`src/rtl/j6502_bus_pkg.sv`:
```
// Shared definitions for the j6502 bus controller: FSM encoding, open-bus value
// and the region-count limit.
package j6502_bus_pkg;

  typedef enum logic [1:0] {
    ST_IDLE   = 2'd0,
    ST_WAIT   = 2'd1,
    ST_ACCESS = 2'd2,
    ST_HOLD   = 2'd3
  } bus_state_t;

  localparam logic [7:0] OPEN_BUS    = 8'hFF;
  localparam int         MAX_REGIONS = 8;
  localparam int         IDX_W       = 3;

endpackage

```
`src/rtl/j6502_addr_decode.sv`:
```
// Combinational priority decoder: maps a CPU address onto the chip-select
// region table; the lowest matching region index wins.
module j6502_addr_decode
  import j6502_bus_pkg::*;
#(
  parameter int NUM_REGIONS = 4
) (
  input  logic [15:0]               address,
  input  logic [16*NUM_REGIONS-1:0] region_base,
  input  logic [16*NUM_REGIONS-1:0] region_mask,
  output logic                      hit,
  output logic [NUM_REGIONS-1:0]    onehot,
  output logic [IDX_W-1:0]          index
);

  // Scan from the top down so the lowest matching index is the last writer.
  always_comb begin
    hit    = 1'b0;
    onehot = '0;
    index  = '0;
    for (int i = NUM_REGIONS - 1; i >= 0; i--) begin
      if ((address & region_mask[16*i +: 16]) == region_base[16*i +: 16]) begin
        hit       = 1'b1;
        onehot    = '0;
        onehot[i] = 1'b1;
        index     = IDX_W'(i);
      end
    end
  end

endmodule

```
`src/rtl/j6502_bus_ctrl.sv`:
```
// 6502 bus controller: decodes phi2 cycles onto chip-select regions with
// per-region wait states. Define J6502_BUS_ERR_EN to enable the bus_err pulse.
module j6502_bus_ctrl
  import j6502_bus_pkg::*;
#(
  parameter int NUM_REGIONS = 4,
  parameter int WAIT_W      = 3
) (
  input  logic                          fst_clk,
  input  logic                          res_n,
  input  logic                          phi2,
  input  logic [15:0]                   address,
  input  logic                          rw_n,
  input  logic [7:0]                    data_out,
  input  logic [16*NUM_REGIONS-1:0]     region_base,
  input  logic [16*NUM_REGIONS-1:0]     region_mask,
  input  logic [WAIT_W*NUM_REGIONS-1:0] region_wait,
  input  logic [8*NUM_REGIONS-1:0]      dev_rdata,
  output logic [NUM_REGIONS-1:0]        cs_n,
  output logic                          dev_rd,
  output logic                          dev_wr,
  output logic [7:0]                    dev_wdata,
  output logic [7:0]                    data_in,
  output logic                          rdy,
  output logic                          bus_err
);

  bus_state_t               state, state_nxt;
  logic                     phi2_q;
  logic                     phi2_rise;
  logic [WAIT_W-1:0]        cnt;
  logic                     rw_q;
  logic [NUM_REGIONS-1:0]   sel_q;
  logic                     dec_hit;
  logic [NUM_REGIONS-1:0]   dec_onehot;
  logic [IDX_W-1:0]         dec_idx;
  logic [WAIT_W-1:0]        dec_wait;
  logic [7:0]               rd_sel;

  assign phi2_rise = phi2 & ~phi2_q;

  j6502_addr_decode #(.NUM_REGIONS(NUM_REGIONS)) u_decode (
    .address     (address),
    .region_base (region_base),
    .region_mask (region_mask),
    .hit         (dec_hit),
    .onehot      (dec_onehot),
    .index       (dec_idx)
  );

  always_comb begin
    dec_wait = '0;
    rd_sel   = OPEN_BUS;
    for (int i = 0; i < NUM_REGIONS; i++) begin
      if (dec_onehot[i]) dec_wait = region_wait[WAIT_W*i +: WAIT_W];
      if (sel_q[i])      rd_sel   = dev_rdata[8*i +: 8];
    end
  end

  always_ff @(posedge fst_clk or negedge res_n) begin
    if (!res_n) state <= ST_IDLE;
    else        state <= state_nxt;
  end

  always_comb begin
    state_nxt = state;
    case (state)
      ST_IDLE:   if (phi2_rise) begin
                   if (!dec_hit)           state_nxt = ST_HOLD;
                   else if (dec_wait == '0) state_nxt = ST_ACCESS;
                   else                    state_nxt = ST_WAIT;
                 end
      ST_WAIT:   if (cnt == WAIT_W'(1)) state_nxt = ST_ACCESS;
      ST_ACCESS: state_nxt = ST_HOLD;
      ST_HOLD:   if (!phi2) state_nxt = ST_IDLE;
      default:   state_nxt = ST_IDLE;
    endcase
  end

  // phi2_q resets high so a phi2 already high at reset release is not a rise.
  always_ff @(posedge fst_clk or negedge res_n) begin
    if (!res_n) begin
      phi2_q    <= 1'b1;
      cnt       <= '0;
      rw_q      <= 1'b1;
      sel_q     <= '0;
      data_in   <= OPEN_BUS;
      dev_wdata <= 8'h00;
    end else begin
      phi2_q <= phi2;
      case (state)
        ST_IDLE: if (phi2_rise) begin
          sel_q     <= dec_onehot;
          rw_q      <= rw_n;
          dev_wdata <= data_out;
          cnt       <= dec_wait;
          if (!dec_hit) data_in <= OPEN_BUS;
        end
        ST_WAIT:   cnt <= cnt - WAIT_W'(1);
        ST_ACCESS: if (rw_q) data_in <= rd_sel;
        ST_HOLD:   if (!phi2) begin
          sel_q     <= '0;
          dev_wdata <= 8'h00;
        end
        default: ;
      endcase
    end
  end

  always_comb begin
    rdy    = (state != ST_WAIT);
    dev_rd = (state == ST_ACCESS) &&  rw_q;
    dev_wr = (state == ST_ACCESS) && !rw_q;
    cs_n   = (state != ST_IDLE) ? ~sel_q : '1;
  end

`ifdef J6502_BUS_ERR_EN
  always_ff @(posedge fst_clk or negedge res_n) begin
    if (!res_n) bus_err <= 1'b0;
    else        bus_err <= (state == ST_IDLE) && phi2_rise && !dec_hit;
  end
`else
  assign bus_err = 1'b0;
`endif

endmodule

```
`config.mk`:
```
export PLATFORM = sky130hd
export DESIGN_NAME = j6502_bus_ctrl
export DESIGN_NICKNAME = d
export VERILOG_FILES = /design/src/rtl/j6502_bus_pkg.sv /design/src/rtl/j6502_addr_decode.sv /design/src/rtl/j6502_bus_ctrl.sv
export SDC_FILE = /design/constraint.sdc
export NUM_CORES = 1
export LEC_CHECK = 0
export BUFFER_PORTS_ARGS = -buffer_cell sky130_fd_sc_hd__buf_2
export CORE_MARGIN = 5
export CORE_UTILIZATION = 40
export DETAILED_ROUTE_END_ITERATION = 10
export PLACE_DENSITY = 0.81
export SLEW_MARGIN = 10
export SYNTH_ARGS = -nofsm -noshare
export SYNTH_HDL_FRONTEND = slang
export SYNTH_SLANG_ARGS = --single-unit
```
`constraint.sdc`:
```
create_clock -name fst_clk -period 4.5 [get_ports fst_clk]
set_clock_uncertainty 0.1 [all_clocks]
set_input_delay 0.45 -clock fst_clk [delete_from_list [all_inputs] [get_ports fst_clk]]
set_output_delay 0.45 -clock fst_clk [all_outputs]
set_load 0.1 [all_outputs]
```
**Word level (Yosys, flattened, before mapping)**

Index checks and enable logic that the tools add are counted.

- Reductions and logical operators: 14
- Bitwise logic cells: 7
- Equal/unequal tests: 14
- Muxes and demuxes: 35
- Add/subtract/negate cells: 1

Operators by type and width:

| cell | count |
|---|---|
| 2-to-1 mux 8 bit | 9 |
| AND 16 bit | 4 |
| == test 16 bit | 4 |
| case mux 8 bit (2 select lines) | 2 |
| 2-to-1 mux 4 bit | 7 |
| 2-to-1 mux 3 bit | 5 |
| 2-to-1 mux 2 bit | 5 |
| != test 2 bit (second input constant) | 5 |
| case mux 2 bit (4 select lines) | 1 |
| case mux 4 bit (2 select lines) | 1 |
| nonzero test 2 bit | 4 |
| case mux 3 bit (2 select lines) | 1 |
| AND reduction 3 bit | 2 |
| == test 2 bit (second input constant) | 2 |
| 2-to-1 mux 1 bit | 4 |
| NOT 4 bit | 1 |
| AND reduction 2 bit | 2 |
| AND reduction 4 bit | 1 |
| == test 3 x 1 -> 1 bit (second input constant) | 1 |
| zero test 3 bit | 1 |
| subtractor 3 x 1 -> 3 bit (second input constant) | 1 |
| == test 2 x 1 -> 1 bit (second input constant) | 1 |
| logical AND 1 bit | 2 |
| zero test 2 bit | 1 |
| other kinds (4) | 4 |

- Logic and storage cells: 78
- Output and inout bits: 24
- Bits in registers: 27
- Input port bits: 200

**Depth between registers and ports, before layout**

Gate-level depths: netlist (run 1).

- Word-level depth: 15
- Gate-level depth with buffers: 8

**By module**

Synthesis (run 1) repeated with hierarchy kept, for this count alone.

- Cell total of the unflattened synthesis: 346
- Area total of the unflattened synthesis: 2761.4 um^2

By module, submodules not included:

| module | cells each | area an instance (um^2) | times used | seq. area each (um^2) |
|---|---|---|---|---|
| j6502_bus_ctrl | 186 | 1742.9 | 1 | 688.2 |
| j6502_addr_decode | 160 | 1018.5 | 1 | 0.0 |

**Least setup slack after synthesis (run 1)**

OpenSTA, ideal clock, no wires.

- Path kind: reg2reg
- Start point: reg state[0]
- End point: reg data_in[0]
- Stages on the path, launching flop included: 7
- Arrival: 2746 ps
- Path slack: 1570 ps
- Path through: dfrtp_1 inv_1 ha_1 nor2b_1 a21oi_1 nand2_4 mux2_1

- Word-level cells in the longest chain between the ends: 3
- Elaborated cells on any way between the ends: 8
- Classes of those cells: eq/ne: 4; mux: 1; reduce/logical: 3

RTL lines:

| item | RTL line | source |
|---|---|---|
| from (decl) | j6502_bus_ctrl.sv:28 | `bus_state_t state, state_nxt;` |
| from (signal assigned) | j6502_bus_ctrl.sv:62 | `else state <= state_nxt;` |
| == test 2 bit / zero test 2 bit (equally long branches) | j6502_bus_ctrl.sv:91 | `case (state)` |
| != test 2 bit (no line) / nonzero test 2 bit (equally long branches) | n/a |  |
| AND reduction 4 bit (no line) | n/a |  |
| to (signal assigned) | j6502_bus_ctrl.sv:100 | `ST_ACCESS: if (rw_q) data_in <= rd_sel;` |
| to (decl) | j6502_bus_ctrl.sv:23 | `output logic [7:0] data_in,` |

Parallel ways exist; a longest one is shown, timed or not.
A chain may end at the register's enable or synchronous reset.

**Worst setup path in the final report (run 1)**

- Start point: reg state[0]
- End point: out cs_n[0]

- Word-level cells in the longest chain between the ends: 2

RTL lines:

| item | RTL line | source |
|---|---|---|
| nonzero test 2 bit | j6502_bus_ctrl.sv:114 | `cs_n = (state != ST_IDLE) ? ~sel_q : '1;` |
| 2-to-1 mux 4 bit | j6502_bus_ctrl.sv:114 |  |
| to (decl) | j6502_bus_ctrl.sv:19 | `output logic [NUM_REGIONS-1:0] cs_n,` |

Every way passes these cells.

==> metrics.cfg, run 1 <==
[clock_network]
cts_setup_buffers = 0
postCtsResizedCells = 0
cts_buffers = 3
cts.sink_count = 27
root_buffer = clkbuf_8
hold_buffers = 0
clk-insertion-delay-late_ns = 0.27
clock_path_buffers = 2
cts_tree = yes
clk_pin_slew_ns = 0.09
cts_max_level = 1

[pwr]
vdd_drop_max_v = 0.000188
power_density_nw_per_um2 = 514
leakagePower_nw = 1.98
total_power_w = 0.00204

[logic_synthesis]
async_flop_share = 1.00
yosys_warnings = 0
synth_edf_count = 0
ys_types = 53
syn_avg_cell_area_um2 = 7.75
syn_area_um2 = 2750
synth-main-ff-cell = dfrtp_1
yosysMostFrequentCell = nand2_1
netlist_instances = 355
yosys.area.top_type = dfrtp_1
ys_seq_area_frac = 0.250
ys_top_cells_by_count = nand2_1, xor2_1, o21ai_0
synthDominantCellAreaShare = 0.155
syn_nets = 561
synth_area_leaders = dfrtp_1, nand2_1, xor2_1
ys_ff_latch = 27

[floorplanning]
core_area_um2 = 6760
rows = 30
die_x_um = 92.9
io_pins = 224
start_util = 0.407
die_h_um = 92.9
die-area_um2 = 8630

[grt]
grt_pass1_vias = 3487
grtUsageTotal = 0.227
grt_max_degree = 28
grt_pass1_wl_mm = 15.7
gr-total-overflow = 0
antenna_found_initial = 1

[finish]
fin_nets = 779
design_area_um2 = 3980
synthToLayoutAreaGrowth_pct = 44.6
fillCellCount = 650
layout-drive-gt1-share = 0.428

[setup_path]
setup.worst_path.class = reg -> out
path_max_fanout = 9
startpoint_type = flop
reg2reg_slack_ns = 2.08
rr_worst_depth = 8
critPathRequiredTime_ns = 3.95
crit_path_end_kind = primary output
worstPathArrival_ns = 1.99

[routing]
drcViolationCount = 0
drt_iter0_drc = 71
drtPass1Iterations = 4
via_per_inst = 5.15
wl_per_cell_um = 15.5
ant_nets = 0
totalWireLength_mm = 10.2
vias = 3371

[sta]
setup_viol = 0
slew_violations = 0
tns_ns = 0
hold_violations = 0
rsz0062_at_grt = no
timing.fmax_mhz = 393
finalCriticalPeriod_ns = 2.54
fin_ws_ns = 1.96
period_share = 0.565
relSlewSlack = 0.449
tightest_slew_ns = 0.821

[outcome]
status = finished clean

[placement]
placed_area_um2 = 3920
port_buffers = 222
gp_congestion = 0.947
post-place-ws_ns = 1.70
dp_hpwl_mm = 9.00

[min_path]
hp-class = in -> async

[run]
max_cap_violations = 0

[cells in the final DEF (no fill, tap or decap), types with 2 or more instances in the layout]
master	instances
a21oi_1	16
diode_2	3
buf_2	222
ha_1	6
nand2b_1	10
a22oi_1	2
xor2_1	32
nand4_2	2
o22a_1	3
mux2i_1	10
nand3_1	4
nand2_1	91
nor4_1	7
xnor2_1	16
o21ai_0	18
and3_1	7
nor2b_1	2
nand3b_1	2
o21ai_1	3
a21o_1	2
a21boi_0	7
nor2_1	8
nand4_1	8
a211oi_1	3
inv_1	7
dfrtp_1	17
and3b_1	6
mux2_1	8
dfstp_2	10
o22ai_1	13
a31oi_1	3
clkbuf_8	3
and2_1	2
[area by class of cell]
type                       instances  area [um2]  area share
multi-input combinational        311        1990       0.502
timing repair buffer             222        1110       0.279
sequential                        27         688       0.173
tap                               80         100      0.0252
clock buffer                       4        45.0      0.0113
inverter                           8        30.0     0.00755
antenna                            3        7.51     0.00189
[power breakdown]
| group | internal, W | switching [W] | total, W |
|---|---|---|---|
| sequential | 0.000376 | 0.0000868 | 0.000463 |
| combinational | 0.000377 | 0.00107 | 0.00145 |
| clock | 0.0000634 | 0.0000722 | 0.000136 |
[kinds of logic after synthesis]
group           count (synthesis)  synth area share
flops                          27             0.250
compound gates                 75             0.167
buf+inv                        17            0.0246
other cells                     1           0.00136
xor+xnor                       48             0.153
fa+ha+maj                       6            0.0273
mux                            19            0.0733
simple gates                  162             0.303
[stage by stage]
stage	util	hold WS, ns	std cells
2_1_floorplan	-	0.0544	355
3_3_place_gp	0.581	0.359	648
3_5_place_dp	0.581	0.370	648
4_1_cts	0.587	0.0833	652
5_1_grt	0.588	0.120	653
6_report	0.589	0.0728	655
[routing by layer]
metal	vias up	GRT usage	routed length (um)
met5	-	0	0
met2	156	0.434	5330
met4	0	0.0952	369
met3	26	0.0569	936
met1	1504	0.232	3530
li1	1685	-	-
[sequential cells by signal, summed over array words and instances, names as in the netlist]
| name | cells |
|---|---|
| state | 2 |
| phi2_q | 1 |
| dev_wdata | 8 |
| cnt | 3 |
| data_in | 8 |
| rw_q | 1 |
| sel_q | 4 |
[worst max-delay path, cell delays in order, from the launching register on]
cell and delay [ns]:
dfrtp_1 0.41, inv_1 0.11, ha_1 0.29, clkinv_1 0.29, nand2_1 0.18, buf_2 0.44
[path summary, 6_finish.rpt]
path | startpoint | endpoint
worst max-delay path | state[0]$_DFFE_PN0P_ | cs_n[0]
worst min-delay path | res_n | dev_wdata[2]$_DFFE_PN0P_
worst max register to register | state[0]$_DFFE_PN0P_ | cnt[2]$_DFFE_PN0P_
worst min register to register | dev_wdata[1]$_DFFE_PN0P_ | dev_wdata[1]$_DFFE_PN0P_
max in group asynchronous | res_n | dev_wdata[5]$_DFFE_PN0P_
min in group fst_clk | phi2 | phi2_q$_DFF_PN1_
Note: power is estimated with default switching activity, not from simulation.
==> run 2, diff against run 1 <==
Clock period 4.5 ns to 2.44 ns, I/O delays scaled along.
==> run 2 against run 1 <==
Effect of this change:
- worst setup slack got worse by 1.8 ns
- worst hold slack better by 0.042 ns
- total power rose by 87%
- cell count up 2.3%
- count of clock-buffer cells in the layout unchanged
- sequential share of layout area down 0.66 points
- critical path type is now in -> reg
- largest cell class unchanged
- largest power group unchanged
==> metrics.cfg, run 2 (same netlist as run 1, synthesis figures left out) <==
[finish]
multiInputGateArea_um2 = 2010
reg_top3 = data_in (8), dev_wdata (8), sel_q (4)
fillCellCount = 626
final_cell_mix = buf_2, nand2_1, xor2_1, o21ai_0, dfrtp_1
fin_nets = 797
synthToLayoutAreaGrowth_pct = 50.3
layout-drive-gt1-share = 0.447
antennaDiodeCount = 0
fin_cells = 670
final_common_cell = buf_2
final_util = 0.612
final-seq-area_um2 = 688
design_area_um2 = 4130

[clock_network]
cts.sink_count = 27
cts_tree = yes
root_buffer = clkbuf_8
clk_pin_slew_ns = 0.09
clk-insertion-delay-late_ns = 0.27
cts_buffers = 3
clock_path_buffers = 2
cts_max_level = 1

[sta]
tightest_slew_ns = 0.837
hold_violations = 0
setup_viol = 0
relSlewSlack = 0.438
tns_ns = 0
finalCriticalPeriod_ns = 2.28
timing.fmax_mhz = 438
period_share = 0.936
slew_violations = 0
rsz0062_at_grt = no
fin_ws_ns = 0.156

[grt]
grt_pass1_wl_mm = 15.8
grtUsageTotal = 0.227
grt_pass1_vias = 3543
antenna_found_initial = 0
grt_max_degree = 28
gr-total-overflow = 0

[floorplanning]
start_util = 0.407
die-area_um2 = 8630
core_area_um2 = 6760
die_h_um = 92.9
die_x_um = 92.9
rows = 30
io_pins = 224

[pwr]
p_int_w = 0.00156
power_density_nw_per_um2 = 926
p_seq_frac = 0.222
p_switching_w = 0.00227
swShare = 0.592
leakagePower_nw = 2.08
p_clk_frac = 0.065
pwr-share-comb = 0.713
vdd_drop_max_v = 0.000408

[setup_path]
crit_path_end_kind = flop
setup.worst_path.class = in -> reg
startpoint_type = input port
path_max_fanout = 3
critPathRequiredTime_ns = 2.55
worstPathArrival_ns = 2.40

[routing]
totalWireLength_mm = 10.1
drt_iter0_drc = 76
drcViolationCount = 0
ant_nets = 0
vias = 3402
wl_per_cell_um = 15.1
via_per_inst = 5.08
drtPass1Iterations = 4

[placement]
dp_cells = 662
gp_congestion = 0.899
placed_area_um2 = 4030
post-place-ws_ns = -0.254
dp_hpwl_mm = 8.93
port_buffers = 222

[run]
max_cap_violations = 0

[outcome]
status = finished clean

[min_path]
hp-class = in -> reg

-- run 2: changes by cell type in the layout (fill, tap and decap cells not counted) --
cell | before | now
a31oi_1 | 3 | 2
a31oi_2 | 0 | 1
buf_2 | 222 | 218
buf_4 | 0 | 16
clkbuf_4 | 0 | 4
diode_2 | 3 | 0
dlygate4sd3_1 | 0 | 2
nor2b_1 | 2 | 1
nor2b_2 | 0 | 1
nor4_1 | 7 | 6
nor4_2 | 1 | 2
-- run 2: path summary, 6_finish.rpt --
| check | start | endpoint | slack (ns) | cells past startpoint |
|---|---|---|---|---|
| setup / recovery | address[13] | state[1]$_DFFE_PN0P_ | 0.16 | 10 |
| hold / removal | rw_n | rw_q$_DFFE_PN1P_ | 0.11 | 2 |
| setup reg to reg | state[0]$_DFFE_PN0P_ | cnt[2]$_DFFE_PN0P_ | 0.29 | 8 |
| hold reg to reg | dev_wdata[3]$_DFFE_PN0P_ | dev_wdata[3]$_DFFE_PN0P_ | 0.39 | 2 |
| max in group asynchronous | res_n | sel_q[1]$_DFFE_PN0P_ | 1.46 | 2 |
| min in group asynchronous | res_n | dev_wdata[7]$_DFFE_PN0P_ | 0.40 | 2 |
-- run 2: worst max-delay path: stages --
cell and delay [ns]:
buf_2 0.11, and3b_1 0.18, nor4_2 0.31, buf_4 0.16, and4b_1 0.23, or4b_1 0.46, mux2i_1 0.20, a31oi_2 0.09
nor4_2 0.23, a31o_1 0.18
-- run 2: layer usage --
| layer | wire length, um | up-vias | global-route usage |
|---|---|---|---|
| li1 | - | 1717 | - |
| met1 | 3650 | 1496 | 0.239 |
| met2 | 5180 | 163 | 0.428 |
| met3 | 914 | 26 | 0.0544 |
| met4 | 359 | 0 | 0.0891 |
| met5 | 0 | - | 0 |
-- run 2: power groups by stage --
stage	Clock (W)	Combinational, W	Sequential (W)
3_5_place_dp	0	0.00274	0.000861
2_1_floorplan	0	0.00125	0.00172
4_1_cts	0.000256	0.00274	0.000852
6_report	0.000247	0.00273	0.000852
5_1_grt	0.000272	0.00293	0.000883
3_3_place_gp	0	0.00269	0.000848
-- run 2: through the flow --
step	hold slack, ns	total power (W)
floorplan	-0.152	0.00297
global placement	0.165	0.00354
detailed placement	0.182	0.00360
CTS	0.111	0.00385
global route	0.103	0.00408
finish	0.115	0.00383
-- run 2: area by class of cell --
class,instances,area share
clock buffers,4,0.0109
multi-input cells,311,0.486
well taps,80,0.0242
repair buffers,240,0.305
inverters,8,0.00726
flip-flops and latches,27,0.166
-- run 2: what timing repair did --
item,in CTS,in global routing
gates resized for setup,0,6
hold buffers,2,0
setup endpoints to repair,0,17
buffers inserted,0,2
endpoints found under the hold margin,18,0
==> run 3, diff against run 2 <==
Settings changed: BUFFER_PORTS_ARGS -buffer_cell sky130_fd_sc_hd__buf_2 to not set, DONT_BUFFER_PORTS set to 1, PLACE_DENSITY 0.81 to 0.53.
==> run 3 against run 2 <==
Effect of this change:
- core utilization fell by 17 points
- highest routed layer unchanged
- critical path depth decreased by 4
- non-clock buffer count is 222 lower
- critical endpoint is now cs_n[3]
- count of clock-buffer cells in the layout unchanged
==> metrics.cfg, run 3 (same netlist as run 1, synthesis figures left out) <==
[outcome]
status = finished clean

[clock_network]
clk-insertion-delay-late_ns = 0.27
clk_pin_slew_ns = 0.09
postCtsResizedCells = 0
cts_setup_buffers = 0
cts_max_level = 1
root_buffer = clkbuf_8
cts_buffers = 3
clock_path_buffers = 2
cts_tree = yes
cts.sink_count = 27

[placement]
gp_congestion = 0.826
port_buffers = 0
dp_hpwl_mm = 7.74
placed_area_um2 = 2930

[grt]
grt_pass1_vias = 2595
gr-total-overflow = 0
grt_max_degree = 28
grt_pass1_wl_mm = 13.1
grtUsageTotal = 0.192
antenna_found_initial = 0

[sta]
tns_ns = 0
finalCriticalPeriod_ns = 2.24
rsz0062_at_grt = no
setup_viol = 0
timing.fmax_mhz = 446
period_share = 0.918
tightest_slew_ns = 0.911
hold_violations = 0
slew_violations = 0
relSlewSlack = 0.389

[floorplanning]
core_area_um2 = 6760
start_util = 0.407
die_x_um = 92.9
die_h_um = 92.9
die-area_um2 = 8630
io_pins = 224
rows = 30

[finish]
reg_top3 = data_in (8), dev_wdata (8), sel_q (4)
design_area_um2 = 3010
layout-drive-gt1-share = 0.109
fin_nets = 575
synthToLayoutAreaGrowth_pct = 9.55
final_common_cell = nand2_1
antennaDiodeCount = 0
final_util = 0.446
fillCellCount = 693
final_cell_mix = nand2_1, xor2_1, o21ai_0, dfrtp_1

[min_path]
hp-class = in -> reg

[routing]
totalWireLength_mm = 8.92
ant_nets = 0
vias = 2569
via_per_inst = 5.73
drcViolationCount = 0
drtPass1Iterations = 4
wl_per_cell_um = 19.9
drt_iter0_drc = 53

[setup_path]
reg2reg_slack_ns = 0.26
path_max_fanout = 7
crit_path_end_kind = primary output
setup.worst_path.class = reg -> out
critPathRequiredTime_ns = 2.10
worstPathArrival_ns = 1.90
startpoint_type = flop

[pwr]
vdd_drop_max_v = 0.000384
power_density_nw_per_um2 = 1190
leakagePower_nw = 1.21

[run]
max_cap_violations = 0

==> run 3: layer usage <==
| layer | up-vias | routed length, um | track usage |
|---|---|---|---|
| met2 | 141 | 4760 | 0.362 |
| li1 | 1269 | - | - |
| met4 | 0 | 177 | 0.0549 |
| met1 | 1145 | 3200 | 0.211 |
| met3 | 14 | 780 | 0.0487 |
| met5 | - | 0 | 0 |
==> run 3: final timing paths <==
path                       cells past startpoint                        to                     start
setup / recovery                               6                   cs_n[3]      state[0]$_DFFE_PN0P_
hold / removal                                 2  dev_wdata[2]$_DFFE_PN0P_               data_out[2]
setup reg to reg                               8        cnt[2]$_DFFE_PN0P_      state[0]$_DFFE_PN0P_
hold reg to reg                                2  dev_wdata[0]$_DFFE_PN0P_  dev_wdata[0]$_DFFE_PN0P_
max in group asynchronous                      2    data_in[2]$_DFFE_PN1P_                     res_n
min in group asynchronous                      2  dev_wdata[5]$_DFFE_PN0P_                     res_n
==> run 3: what timing repair did <==
action / 4_1_cts / 5_1_grt
hold buffers: 3 / 0
setup endpoints to repair: 0 / 0
endpoints found under the hold margin: 28 / 0
==> run 3: through the flow <==
step / worst slack [ns] / total power (W) / hold WS, ns / instances
finish: 0.200 / 0.00360 / 0.0161 / 448
global route: 0.0162 / 0.00384 / 0.0114 / 448
CTS: 0.189 / 0.00362 / 0.00592 / 448
detailed placement: 0.0401 / 0.00334 / -0.151 / 441
global placement: 0.0981 / 0.00333 / -0.151 / 441
floorplan: 0.118 / 0.00297 / -0.152 / 355
==> run 3: power by group <==
group	internal, W	total [W]	switching, W	leakage, nW
Sequential	0.000702	0.00169	0.000983	0.325
Combinational	0.000594	0.00166	0.00107	0.859
Clock	0.000117	0.000250	0.000133	0.0228
Total	0.00141	0.00360	0.00218	1.21
==> run 3: critical path, stage by stage (launching register included) <==
cell	delay (ns)
dfrtp_1	0.41
inv_1	0.10
ha_1	0.30
clkinv_1	0.25
buf_4	0.21
nand2_1	0.06
buf_4	0.30
==> run 3: layout make-up <==
cell class,instances,area [um2],share of cell area
clock buffer,4,45.0,0.0150
inverter,8,30.0,0.00997
multi-input combinational,311,2000,0.663
tap,80,100,0.0332
sequential,27,688,0.228
timing repair buffer,18,153,0.0507
